[config.mk]
export PLATFORM = sky130hd
export DESIGN_NAME = dbg_dump_reader
export DESIGN_NICKNAME = d
export VERILOG_FILES = /design/src/rtl/dbg_dump_reader.sv
export SDC_FILE = /design/constraint.sdc
export NUM_CORES = 1
export LEC_CHECK = 0
export CORE_MARGIN = 2
export CORE_UTILIZATION = 31
export DETAILED_ROUTE_END_ITERATION = 6
export PLACE_DENSITY_LB_ADDON = 0.3
export SYNTH_ARGS = -nofsm -noshare
export SYNTH_HDL_FRONTEND = slang
export SYNTH_SLANG_ARGS = --single-unit
[constraint.sdc]
create_clock -name clk_100M -period 6.77 [get_ports clk_100M]
set_input_delay 1.0155 -clock clk_100M [delete_from_list [all_inputs] [get_ports clk_100M]]
set_output_delay 1.0155 -clock clk_100M [all_outputs]
set_load 0.1 [all_outputs]
[src/rtl/dbg_dump_reader.sv]
// Debug-port reader: walks rdbg_addr from BASE_ADDR and streams each captured word out over valid/ready.
// Build option DBG_DUMP_CHECKSUM_EN keeps the running checksum of accepted words; otherwise checksum reads 0.
module dbg_dump_reader #(
    parameter logic [31:0] BASE_ADDR = 32'h0,
    parameter int          COUNT     = 32,
    parameter logic [31:0] STRIDE    = 32'd1,
    parameter int          READ_LAT  = 1
) (
    input  logic        clk_100M,
    input  logic        rst_n,
    input  logic        clk_en,
    input  logic        start,
    output logic [31:0] rdbg_addr,
    input  logic [31:0] rdbg_data,
    output logic        out_valid,
    input  logic        out_ready,
    output logic [31:0] out_addr,
    output logic [31:0] out_data,
    output logic        out_last,
    output logic        busy,
    output logic        done,
    output logic [31:0] checksum
);

    localparam logic [2:0] S_IDLE    = 3'd0;
    localparam logic [2:0] S_ISSUE   = 3'd1;
    localparam logic [2:0] S_WAIT    = 3'd2;
    localparam logic [2:0] S_PRESENT = 3'd3;
    localparam logic [2:0] S_DONE    = 3'd4;

    localparam logic [15:0] LAST_IDX = 16'(COUNT - 1);
    localparam logic [2:0]  LAT_INIT = 3'(READ_LAT - 1);

    logic [2:0]  r_state;
    logic [31:0] r_addr;
    logic [15:0] r_idx;
    logic [2:0]  r_lat;
    logic        r_outValid;
    logic [31:0] r_outAddr;
    logic [31:0] r_outData;
    logic        r_outLast;
    logic        r_busy;
    logic        r_done;
    logic        w_xfer;

    assign w_xfer = (r_state == S_PRESENT) && out_ready;

    // The latency counter is tested before it is decremented, so the capture lands
    // READ_LAT enabled cycles after ISSUE.
    always_ff @(posedge clk_100M or negedge rst_n) begin
        if (!rst_n) begin
            r_state    <= S_IDLE;
            r_addr     <= BASE_ADDR;
            r_idx      <= 16'd0;
            r_lat      <= 3'd0;
            r_outValid <= 1'b0;
            r_outAddr  <= 32'h0;
            r_outData  <= 32'h0;
            r_outLast  <= 1'b0;
            r_busy     <= 1'b0;
            r_done     <= 1'b0;
        end else if (clk_en) begin
            r_done <= 1'b0;
            case (r_state)
                S_IDLE: begin
                    if (start) begin
                        r_state <= S_ISSUE;
                        r_addr  <= BASE_ADDR;
                        r_idx   <= 16'd0;
                        r_busy  <= 1'b1;
                    end
                end
                S_ISSUE: begin
                    r_lat   <= LAT_INIT;
                    r_state <= S_WAIT;
                end
                S_WAIT: begin
                    if (r_lat == 3'd0) begin
                        r_outAddr  <= r_addr;
                        r_outData  <= rdbg_data;
                        r_outValid <= 1'b1;
                        r_outLast  <= (r_idx == LAST_IDX);
                        r_state    <= S_PRESENT;
                    end else begin
                        r_lat <= r_lat - 3'd1;
                    end
                end
                S_PRESENT: begin
                    if (w_xfer) begin
                        r_outValid <= 1'b0;
                        r_outLast  <= 1'b0;
                        if (r_idx == LAST_IDX) begin
                            r_state <= S_DONE;
                            r_done  <= 1'b1;
                        end else begin
                            r_addr  <= r_addr + STRIDE;
                            r_idx   <= r_idx + 16'd1;
                            r_state <= S_ISSUE;
                        end
                    end
                end
                S_DONE: begin
                    r_state <= S_IDLE;
                    r_busy  <= 1'b0;
                end
                default: begin
                    r_state <= S_IDLE;
                    r_busy  <= 1'b0;
                end
            endcase
        end
    end

`ifdef DBG_DUMP_CHECKSUM_EN
    logic [31:0] r_checksum;

    always_ff @(posedge clk_100M or negedge rst_n) begin
        if (!rst_n) begin
            r_checksum <= 32'h0;
        end else if (clk_en) begin
            if ((r_state == S_IDLE) && start) begin
                r_checksum <= 32'h0;
            end else if (w_xfer) begin
                r_checksum <= r_checksum + r_outData;
            end
        end
    end

    assign checksum = r_checksum;
`else
    assign checksum = 32'h0;
`endif

    assign rdbg_addr = r_addr;
    assign out_valid = r_outValid;
    assign out_addr  = r_outAddr;
    assign out_data  = r_outData;
    assign out_last  = r_outLast;
    assign busy      = r_busy;
    assign done      = r_done;

endmodule

==> impl_metrics.env <==
export IMPL_status="completed"
export IMPL_yosysTopAreaCellShare=0.528
export IMPL_hold_viol_final=0
export IMPL_worst_pin_slew_ps=1210
export IMPL_final_nets=705
export IMPL_grt_max_degree=72
export IMPL_diodes=0
export IMPL_grt_pass1_wl_microns=23200
export IMPL_antenna_found_initial=0
export IMPL_dr_total_vias=4633
export IMPL_cts_tree="built"
export IMPL_drc=0
export IMPL_synth_top_family_by_area="compound AO/OA/AOI/OAI gates"
export IMPL_post_route_util=0.432
export IMPL_post_cts_buffers=0
export IMPL_drt_wl_total_microns=14300
export IMPL_netlist_cell_type_count=41
export IMPL_numPortBuffers=136
export IMPL_cts_hold_buf=0
export IMPL_vias_per_cell=5.11
export IMPL_slew_violations=0
export IMPL_antenna_left=0
export IMPL_clock_sinks=122
export IMPL_layout_commonest_cell="clkdlybuf4s50_1"
export IMPL_finalCritPeriodShare=0.520
export IMPL_setup_tns_ps=0
export IMPL_synth_simple_area_share=0.122
export IMPL_numCtsBuffers=17
export IMPL_cp_max_fo=55
export IMPL_rsz0062_at_grt="no"
export IMPL_syn_cell_area_sq_mm=0.00578
export IMPL_grt_pass1_vias=4482
export IMPL_multiInputGateArea_sq_mm=0.00244
export IMPL_crit_chain="clkdlybuf4s50_1 -> inv_1 -> nor3_2 -> buf_4 -> mux2_2"
export IMPL_yosysSeqAreaShare=0.528
export IMPL_crit_required_ps=7060
export IMPL_netlist_top_cells_area="dfrtp_1 53%, mux2_2 12%, buf_4 4.5%, o21ai_1 3.9%, a31oi_1 2.5%"
export IMPL_clkSlewWorstSetupHoldPaths_ps=50
export IMPL_synthFlopType="dfrtp_1"
export IMPL_synthToLayoutAreaGrowth_pct=35.7
export IMPL_initialDrtViolationCount=273
export IMPL_path_buf_inv=3
export IMPL_avgSynthCellArea_sq_um=10.8
export IMPL_fmax_mhz=284
export IMPL_yosysTopAreaCell="dfrtp_1"
export IMPL_slowest_stage="nor3_2"
export IMPL_clockBufferDepth=2
export IMPL_async_flop_share=1.00
export IMPL_synth_seq_cells=122
export IMPL_layout_min_cycle_time_ps=3520
export IMPL_clockRootBuffer="clkbuf_16"
export IMPL_die_x_microns=141
export IMPL_num_io_pins=169
export IMPL_p_leak_nw=3.40
export IMPL_maxCapViolations=0
export IMPL_overflow=0
export IMPL_hold_class="register to register"
export IMPL_setup_viol=0
export IMPL_clk_latency_ps=400
export IMPL_worstSetupEndpointType="register"
export IMPL_startpoint_type="primary input"
export IMPL_layout_common_cells="135 x clkdlybuf4s50_1, 122 x dfrtp_1, 64 x mux2_2, 45 x o21ai_1, 32 x conb_1"
export IMPL_max_stage_delay_ps=850
export IMPL_yosysWarnings=0
export IMPL_finClkSkew_ps=4.46
export IMPL_synth_edff_count=0
export IMPL_relSlewSlack=0.189
export IMPL_layout_drive_gt1_share=0.154
export IMPL_synth_xor_area_frac=0
export IMPL_htree_levels=4
export IMPL_die_h_microns=141
export IMPL_syn_instance_count=534
export IMPL_seq_area_sq_mm=0.00305
export IMPL_wire_per_inst_microns=15.8
export IMPL_first_pass_iters=5
export IMPL_core_area_sq_mm=0.0181
export IMPL_critPathKind="primary input to register"
export IMPL_synth_compound_area_frac=0.145
export IMPL_grt_total_usage=0.146
export IMPL_die_area_sq_mm=0.0198
export IMPL_synth_area_mux_share=0.125
export IMPL_final_fill_count=1680
export IMPL_ir_drop_mv=0.415
export IMPL_synth_fa_ha_area_frac=0.00865
export IMPL_worstPathArrival_ps=3810
export IMPL_rows=49
export IMPL_gp_congestion=0.781
export IMPL_start_util=0.319
export IMPL_dpl_hpwl_microns=9670
export IMPL_cts_resized=0
export IMPL_critPathTopFamily="buffers and inverters"
export IMPL_power_density_mw_per_mm2=488
-- synth_stat cells (2+ instances only) --
library cell / instances
a21o_1: 10
a21oi_1: 18
a22o_1: 2
a31o_2: 2
a31oi_1: 23
a41oi_1: 7
and2_1: 3
and3_1: 12
and4_1: 4
buf_1: 4
buf_2: 6
buf_4: 35
clkbuf_1: 16
dfrtp_1: 122
ha_1: 4
inv_1: 11
mux2_2: 64
nand2_1: 26
nand2b_1: 2
nand3_1: 26
nand4_1: 15
nor2_1: 19
nor2b_1: 2
nor3_1: 10
o21ai_0: 14
o21ai_1: 45
o31ai_1: 12
or3_1: 5
or4_1: 3
-- layout make-up --
class,instances,area share
clock buffer,26,0.0662
multi-input combinational,371,0.311
timing repair buffer,141,0.178
clock inverter,6,0.0137
inverter,11,0.00526
sequential,122,0.389
tap,229,0.0365
-- kinds of logic after synthesis --
family          Yosys count
compound gates          138
simple gates            133
flops                   122
buf+inv                  72
mux                      64
fa+ha+maj                 4
other cells               1
-- per-layer routing --
metal	vias up	track usage	share of wire
li1	2162	-	-
met1	2298	0.192	0.45
met2	160	0.234	0.47
met3	13	0.0448	0.066
met4	0	0.0421	0.011
met5	-	0	0
-- registers in the layout, indices dropped and copies added, names as in the netlist --
name / count
out_last: 1
out_valid: 1
done: 1
r_state: 3
out_data: 32
out_addr: 32
busy: 1
r_lat: 3
r_idx: 16
rdbg_addr: 32
-- metrics by stage --
stage | power (mW) | cells | instance area [sq um] | setup WS, ps | hold slack [ps]
after CTS | 3.87 | 906 | 7850 | 3240 | 480
final | 3.83 | 906 | 7850 | 3250 | 472
after detailed placement | 2.91 | 874 | 7220 | 2800 | 468
after global routing | 3.99 | 906 | 7850 | 3050 | 505
after global placement | 2.88 | 874 | 7220 | 2900 | 462
after floorplan | 2.49 | 565 | 5900 | 4150 | 457
-- where the power goes --
group	switching, mW	total [mW]	internal (mW)
clock network	0.306	0.943	0.637
logic	1.41	1.89	0.477
registers	0.113	0.998	0.885
-- worst register-to-register path: stages, from the launching register on --
cell,delay [ps]
dfrtp_1,540
inv_1,230
nand2_1,120
nor3_2,830
buf_4,690
mux2_2,480
-- final timing paths --
kind / start / end / slack [ps] / depth (start not counted)
max in group asynchronous: rst_n / rdbg_addr[5] / 4740 / 2
setup / recovery: clk_en / out_addr[31] / 3250 / 5
min in group asynchronous: rst_n / busy / 650 / 1
hold / removal: out_valid / out_valid / 470 / 1
hold reg to reg: out_valid / out_valid / 470 / 1
setup reg to reg: r_state[0] / out_addr[31] / 3760 / 5
Note: power is estimated with default switching activity, not from simulation.
